[src/rtl/led_pkg.sv]
// Shared definitions for the LED trail fader: channel count, pattern type, counter sizing.
// Latency: n/a (package only).
// Backpressure: n/a (package only).
package led_pkg;

  // Number of LED channels driven by one fader.
  localparam int LED_COUNT = 8;

  // One bit per LED, as produced by the shifter.
  typedef logic [LED_COUNT-1:0] led_vec_t;

  // Width of a counter that runs 0..div-1. A divide-by-one counter still
  // gets one bit so the register and its compare stay well formed.
  function automatic int cnt_width(input int div);
    return (div <= 1) ? 1 : $clog2(div);
  endfunction

endpackage

[src/rtl/led_pwm_channel.sv]
// One LED channel: brightness register with load/saturating decay, optional gamma, PWM compare.
// Latency: load -> led_out 2 edges (3 with LED_TRAIL_GAMMA_EN defined, extra register on the level).
// Backpressure: none; free-running, the output is recomputed every clock.
//
// Ports:
//   clk, rst_n   clock, asynchronous active-low reset
//   load         registered input bit for this LED; forces full brightness
//   decay_tick   shared one-cycle strobe, steps brightness down when not loading
//   enable       0 forces the output dark without touching the brightness
//   pwm_cnt      shared free-running PWM ramp
//   led_out      registered PWM drive for this LED
//
// Optional macro LED_TRAIL_GAMMA_EN: level = (b*b) >> PWM_BITS (full scale kept at
// full scale), registered, adding one edge of latency.
module led_pwm_channel
  import led_pkg::*;
#(
  parameter int PWM_BITS   = 8,
  parameter int DECAY_STEP = 8
) (
  input  logic                clk,
  input  logic                rst_n,
  input  logic                load,
  input  logic                decay_tick,
  input  logic                enable,
  input  logic [PWM_BITS-1:0] pwm_cnt,
  output logic                led_out
);

  localparam logic [PWM_BITS-1:0] LVL_MAX = '1;
  localparam logic [PWM_BITS-1:0] STEP    = PWM_BITS'(DECAY_STEP);

  logic [PWM_BITS-1:0] bright;
  logic [PWM_BITS-1:0] level;

  // A lit input always wins over a decay step landing in the same cycle.
  // The decay compares before subtracting so the level floors at zero
  // instead of wrapping back to a bright value.
  always_ff @(posedge clk or negedge rst_n) begin
    if (!rst_n) begin
      bright <= '0;
    end else if (load) begin
      bright <= LVL_MAX;
    end else if (decay_tick) begin
      bright <= (bright > STEP) ? (bright - STEP) : '0;
    end
  end

`ifdef LED_TRAIL_GAMMA_EN
  // Square law over a double-width product; the top half is the perceptual
  // level. Full scale is pinned so a lit LED stays solidly on rather than
  // dropping one count short of constant drive.
  logic [2*PWM_BITS-1:0] bright_ext;
  logic [2*PWM_BITS-1:0] bright_sq;

  assign bright_ext = {{PWM_BITS{1'b0}}, bright};
  assign bright_sq  = bright_ext * bright_ext;

  always_ff @(posedge clk or negedge rst_n) begin
    if (!rst_n) begin
      level <= '0;
    end else if (bright == LVL_MAX) begin
      level <= LVL_MAX;
    end else begin
      level <= PWM_BITS'(bright_sq >> PWM_BITS);
    end
  end
`else
  assign level = bright;
`endif

  // Level L is high for pwm_cnt 0..L, i.e. L+1 of every 2^PWM_BITS counts;
  // the explicit zero test keeps a dark LED fully off at pwm_cnt == 0.
  always_ff @(posedge clk or negedge rst_n) begin
    if (!rst_n) begin
      led_out <= 1'b0;
    end else begin
      led_out <= enable & (level != '0) & (level >= pwm_cnt);
    end
  end

endmodule

[src/rtl/led_trail_fader.sv]
// Turns the shifter's on/off LED pattern into PWM brightness with a decaying afterglow trail.
// Latency: led_in rise -> led_out on the 3rd edge after sampling (4th with LED_TRAIL_GAMMA_EN).
// Backpressure: none; led_in is sampled every clock and led_out is always driven.
//
// Ports:
//   clk      system clock
//   rst_n    asynchronous active-low reset, clears all state immediately
//   led_in   LED pattern from the shifter, synchronous to clk
//   enable   1 drives the LEDs, 0 forces them dark (brightness keeps evolving)
//   led_out  registered PWM drive to the LED pins
//
// Optional macro LED_TRAIL_GAMMA_EN: square-law brightness per channel, one extra edge of latency.
module led_trail_fader
  import led_pkg::*;
#(
  parameter int CLK_FREQ   = 25_000_000,
  parameter int PWM_BITS   = 8,
  // Default gives roughly a 1 kHz PWM frame (2^8 counts per frame).
  parameter int PWM_DIV    = CLK_FREQ / 256_000,
  // Default gives roughly 512 decay steps per second.
  parameter int DECAY_DIV  = CLK_FREQ / 512,
  parameter int DECAY_STEP = 8
) (
  input  logic       clk,
  input  logic       rst_n,
  input  logic [7:0] led_in,
  input  logic       enable,
  output logic [7:0] led_out
);

  localparam int PDIV_W = cnt_width(PWM_DIV);
  localparam int DDIV_W = cnt_width(DECAY_DIV);

  localparam logic [PDIV_W-1:0] PWM_DIV_LAST   = PDIV_W'(PWM_DIV - 1);
  localparam logic [DDIV_W-1:0] DECAY_DIV_LAST = DDIV_W'(DECAY_DIV - 1);

  led_vec_t            led_in_q;
  logic [PDIV_W-1:0]   pwm_div_cnt;
  logic [DDIV_W-1:0]   decay_cnt;
  logic [PWM_BITS-1:0] pwm_cnt;
  logic                pwm_tick;
  logic                decay_tick;

  // Input register: every channel sees the pattern one edge after the pins.
  always_ff @(posedge clk or negedge rst_n) begin
    if (!rst_n) begin
      led_in_q <= '0;
    end else begin
      led_in_q <= led_in;
    end
  end

  // PWM prescaler and ramp. With PWM_DIV == 1 the prescaler sits at zero and
  // the tick is permanently asserted, so the ramp advances every clock.
  assign pwm_tick = (pwm_div_cnt == PWM_DIV_LAST);

  always_ff @(posedge clk or negedge rst_n) begin
    if (!rst_n) begin
      pwm_div_cnt <= '0;
      pwm_cnt     <= '0;
    end else begin
      pwm_div_cnt <= pwm_tick ? '0 : (pwm_div_cnt + PDIV_W'(1));
      if (pwm_tick) begin
        pwm_cnt <= pwm_cnt + PWM_BITS'(1);
      end
    end
  end

  // Decay prescaler, free-running and unrelated to the PWM ramp.
  assign decay_tick = (decay_cnt == DECAY_DIV_LAST);

  always_ff @(posedge clk or negedge rst_n) begin
    if (!rst_n) begin
      decay_cnt <= '0;
    end else begin
      decay_cnt <= decay_tick ? '0 : (decay_cnt + DDIV_W'(1));
    end
  end

  // One channel per LED; all share the ramp, the decay strobe and enable.
  for (genvar i = 0; i < LED_COUNT; i++) begin : g_chan
    led_pwm_channel #(
      .PWM_BITS   (PWM_BITS),
      .DECAY_STEP (DECAY_STEP)
    ) u_chan (
      .clk        (clk),
      .rst_n      (rst_n),
      .load       (led_in_q[i]),
      .decay_tick (decay_tick),
      .enable     (enable),
      .pwm_cnt    (pwm_cnt),
      .led_out    (led_out[i])
    );
  end

endmodule
[config.mk]
export PLATFORM = sky130hd
export DESIGN_NAME = led_trail_fader
export DESIGN_NICKNAME = d
export VERILOG_FILES = /design/src/rtl/led_pkg.sv /design/src/rtl/led_pwm_channel.sv /design/src/rtl/led_trail_fader.sv
export SDC_FILE = /design/constraint.sdc
export NUM_CORES = 1
export LEC_CHECK = 0
export BUFFER_PORTS_ARGS = -buffer_cell sky130_fd_sc_hd__buf_2
export CAP_MARGIN = 10
export CORE_MARGIN = 2
export CORE_UTILIZATION = 55
export DETAILED_ROUTE_END_ITERATION = 10
export PLACE_DENSITY = 0.72
export REMOVE_ABC_BUFFERS = 1
export SLEW_MARGIN = 20
export SYNTH_ARGS = -nofsm -noshare
export SYNTH_HDL_FRONTEND = slang
export SYNTH_SLANG_ARGS = --single-unit
[constraint.sdc]
create_clock -name clk -period 3.2 [get_ports clk]
set_clock_uncertainty 0.05 [all_clocks]
set_input_delay 0.96 -clock clk [delete_from_list [all_inputs] [get_ports clk]]
set_output_delay 0.96 -clock clk [all_outputs]
set_load 0.02 [all_outputs]
==> metrics.txt <==
# TYPE chip_impl_metric gauge
chip_impl_metric{name="grt_first_pass_wirelength",unit="um"} 22400
chip_impl_info{name="regToRegStartpoint",value="decay_cnt[0]"} 1
chip_impl_metric{name="syn_avg_cell_area",unit="um2"} 9.80
chip_impl_metric{name="cts_num_sinks",unit=""} 95
chip_impl_metric{name="power_frac_comb",unit="%"} 2.9
chip_impl_info{name="hold_class",value="reg2reg"} 1
chip_impl_metric{name="standard_cell_core_area",unit="mm2"} 0.0104
chip_impl_info{name="timing.rr.end",value="g_chan[2].u_chan.bright[5]"} 1
chip_impl_metric{name="via_count_of_the_first_global_routing_pass",unit=""} 4718
chip_impl_metric{name="finalMaxSlewViolations",unit=""} 0
chip_impl_metric{name="p_clk_share",unit="%"} 41.1
chip_impl_metric{name="final-hold-violation-count",unit=""} 0
chip_impl_metric{name="fp.dieW",unit="um"} 108
chip_impl_metric{name="number_of_instances_on_the_worst_hold_path",unit=""} 1
chip_impl_metric{name="synth.distinct_cells",unit=""} 46
chip_impl_metric{name="synth_top_area_share",unit="%"} 40.0
chip_impl_metric{name="power_leakage",unit="nW"} 2.88
chip_impl_metric{name="path_max_fanout",unit=""} 10
chip_impl_info{name="endpoint_kind",value="flip-flop"} 1
chip_impl_metric{name="max-vdd-ir-drop",unit="uV"} 253
chip_impl_metric{name="routabilityCongestion",unit=""} 0.853
chip_impl_metric{name="path_clk_slew",unit="ps"} 90
chip_impl_metric{name="number_of_nets_in_the_finished_design",unit=""} 708
chip_impl_info{name="tritoncts",value="done"} 1
chip_impl_metric{name="crit_required",unit="ps"} 3410
chip_impl_metric{name="seqPwrFrac",unit="%"} 56.0
chip_impl_metric{name="synth.yosys.seq_area_share",unit="%"} 40.0
chip_impl_metric{name="register_bit_total_from_synthesis",unit=""} 95
chip_impl_metric{name="post_cts_hold_buffer_count",unit=""} 0
chip_impl_metric{name="routed-via-count",unit=""} 4744
chip_impl_metric{name="grt_start_max_net_pins",unit=""} 50
chip_impl_metric{name="port_buffers",unit=""} 18
chip_impl_metric{name="setup-violations-final",unit=""} 0
chip_impl_metric{name="max_freq",unit="MHz"} 405
chip_impl_info{name="run_status",value="finished, final reports clean"} 1
chip_impl_info{name="critPathKind",value="reg2reg"} 1
chip_impl_metric{name="detailedRoute.firstIterationViolations",unit=""} 376
chip_impl_metric{name="gr-total-overflow",unit=""} 0
chip_impl_metric{name="rows",unit=""} 37
chip_impl_metric{name="grt_antenna_before_repair",unit=""} 0
chip_impl_metric{name="post_layout_nonfiller_instances",unit=""} 762
chip_impl_info{name="mostFrequentLayoutCells",value="95 x dfrtp_1, 76 x ha_1, 55 x inv_1"} 1
chip_impl_metric{name="hold-worst-slack",unit="ps"} 428
chip_impl_metric{name="reg2regPathDepth",unit=""} 6
chip_impl_info{name="post-synth-top-area-cell",value="dfrtp_1"} 1
chip_impl_metric{name="detailedPlacementHpwl",unit="um"} 9230
chip_impl_metric{name="floorplan.initialDensity",unit="%"} 57.1
chip_impl_metric{name="drive_gt1_share",unit="%"} 8.63
chip_impl_metric{name="place_inst",unit=""} 746
chip_impl_info{name="most_common_cell_after_layout_fill_and_taps_aside",value="dfrtp_1"} 1
chip_impl_metric{name="die_h",unit="um"} 108
chip_impl_metric{name="worst-r2r-setup-slack",unit="ps"} 730
chip_impl_metric{name="maximum_capacitance_violations",unit=""} 0
chip_impl_metric{name="switching_share",unit="%"} 21.5
chip_impl_metric{name="tot_gr_track_use",unit="%"} 24.8
chip_impl_info{name="setup_repair_after_global_routing_missed_its_margin",value="false"} 1
chip_impl_info{name="clock_root_cell",value="clkbuf_8"} 1
chip_impl_metric{name="worst_slew_pin_slew",unit="ps"} 719
chip_impl_metric{name="postCtsSetupRepairBufs",unit=""} 0
chip_impl_metric{name="design.portCount",unit=""} 19
chip_impl_metric{name="drt_pre_antenna_iters",unit=""} 4
chip_impl_metric{name="post_drt_wl_per_cell",unit="um"} 17.7
chip_impl_metric{name="via_per_inst",unit=""} 6.23
chip_impl_metric{name="areaGrowthSynthToFinish",unit="%"} 7.24
chip_impl_metric{name="routed_wirelength",unit="um"} 13500
chip_impl_metric{name="power_density",unit="mW/mm2"} 342
chip_impl_metric{name="period_needed",unit="ps"} 2470
chip_impl_metric{name="worstSkewPairLatency",unit="ps"} 380
chip_impl_metric{name="cts_resized",unit=""} 0
chip_impl_metric{name="ctsLongestPathBuffers",unit=""} 2
chip_impl_metric{name="fin_tns_setup",unit="ps"} 0
chip_impl_info{name="holdPathEnd",value="pwm_cnt[5]"} 1
chip_impl_metric{name="post-route-period-util",unit="%"} 77.1
chip_impl_metric{name="postSynthCellCount",unit=""} 607
chip_impl_metric{name="antenna-diode-count",unit=""} 0
chip_impl_metric{name="number_of_buffers_created_by_cts",unit=""} 9
chip_impl_metric{name="fillerInstances",unit=""} 864
chip_impl_metric{name="remaining_design_rule_violation_count",unit=""} 0
chip_impl_metric{name="count_of_flip_flops_with_a_built_in_enable_after_synthesis",unit=""} 0
chip_impl_info{name="ys_dominant_reg_cell",value="dfrtp_1"} 1
chip_impl_metric{name="relSlewSlack",unit="%"} 51.9
chip_impl_metric{name="p_int",unit="W"} 0.00171
chip_impl_metric{name="antenna_violating_nets_post_route",unit=""} 0
chip_impl_metric{name="synth_area",unit="mm2"} 0.00595
chip_impl_metric{name="ffs_w_async_s_r_synth",unit="%"} 100
chip_impl_info{name="synth_top_cells_by_area",value="dfrtp_1 40%, ha_1 16%, inv_1 3.5%"} 1
chip_impl_metric{name="fp.dieArea",unit="mm2"} 0.0117
chip_impl_info{name="worstSetupStartpointType",value="flip-flop"} 1
chip_impl_metric{name="cts_max_level",unit=""} 3
chip_impl_metric{name="critPathArrivalTime",unit="ps"} 2680
chip_impl_metric{name="power.switching",unit="W"} 0.000468
chip_impl_info{name="hp-start",value="pwm_cnt[5]"} 1
chip_impl_metric{name="count_of_warnings_emitted_by_yosys",unit=""} 0
## Yosys cell counts, types with 2 or more instances
cell      number
xor2_1         7
nand2_1       24
a311o_1       17
nor3_1        16
nand3_1       18
nor2_1        41
and3_1         8
buf_4         10
o311ai_1       3
nand4b_1       2
a21o_1        13
nor2b_1       20
o211ai_1       2
a21oi_1       26
o311ai_0       2
or2_2          3
a31oi_1       26
dfrtp_1       95
a211o_1       12
mux2i_1        4
and2_1         2
or4_1          9
o21ai_0       28
xnor2_1       18
ha_1          76
nand4_1       20
inv_1         55
nor4_1        10
buf_2          8
o21ba_2        3
o31a_1         9
o41ai_2        3
clkbuf_1       4
## metrics by stage
stage	power, W	utilization, %	worst slack (ps)	cell area, um2
3_5_place_dp	0.00131	59.1	788	6150
2_1_floorplan	0.00126	-	92.1	5800
6_report	0.00218	61.2	733	6380
3_3_place_gp	0.00131	59.1	854	6150
4_1_cts	0.00220	61.2	769	6380
5_1_grt	0.00226	61.2	645	6380
## kinds of logic (layout without fill, tap and decap cells)
family | after synthesis | in the layout | synth area share [%]
muxes | 4 | 4 | 0.673
and+or+nand+nor | 181 | 181 | 16.2
buffers and inverters | 79 | 98 | 5.91
AOI/OAI and AO/OA | 147 | 147 | 17.6
xor gates and xnor gates | 25 | 25 | 3.68
adders and majority gates | 76 | 76 | 16.0
DFF | 95 | 95 | 40.0
## registers in the layout, indices dropped and copies added, names as in the netlist
signal and cells:
g_chan.u_chan.bright 48, decay_cnt 16, g_chan.u_chan.led_out 8, led_in_q 8, pwm_cnt 8, pwm_div_cnt 7
## critical path, cell delays in order, from the launching register on
cell	delay (ps)
dfrtp_1	390
ha_1	250
nand2_1	130
or4_1	650
buf_4	290
o31a_1	300
a311o_1	310
## power groups by stage
stage	registers [W]	logic, W	clock network [W]
after floorplan	0.00125	0.0000140	0
after global placement	0.00124	0.0000646	0
after detailed placement	0.00124	0.0000657	0
after CTS	0.00122	0.0000659	0.000914
after global routing	0.00122	0.0000733	0.000962
final	0.00122	0.0000640	0.000895
## metal layers
metal | wire length [um] | global-route usage (%) | vias to the layer above | share of wire, %
met5 | 0 | 0 | - | 0
li1 | - | - | 2254 | -
met2 | 6680 | 43.6 | 133 | 49
met4 | 177 | 7.33 | 0 | 1.3
met1 | 5930 | 30.7 | 2344 | 44
met3 | 736 | 5.18 | 13 | 5.4
## layout make-up
class                           count  area, um2  area share [%]
Sequential cell                    95       2380            37.3
Timing Repair Buffer               27        173            2.71
Clock inverter                      3       65.1            1.02
Inverter                           55        206            3.24
Clock buffer                       13        159            2.49
Tap cell                          136        170            2.67
Multi-Input combinational cell    433       3230            50.6
## worst max path at each step
stage / start / endpoint / slack, ps / depth (start not counted)
final: decay_cnt[0] / g_chan[2].u_chan.bright[5] / 730 / 6
after global routing: decay_cnt[0] / g_chan[2].u_chan.bright[5] / 650 / 6
after CTS: decay_cnt[0] / g_chan[2].u_chan.bright[5] / 770 / 6
after detailed placement: decay_cnt[0] / g_chan[2].u_chan.bright[5] / 790 / 6
after global placement: decay_cnt[0] / g_chan[2].u_chan.bright[5] / 850 / 6
after floorplan: decay_cnt[0] / g_chan[2].u_chan.bright[4] / 90 / 5
(Power assumes the default switching activity.)
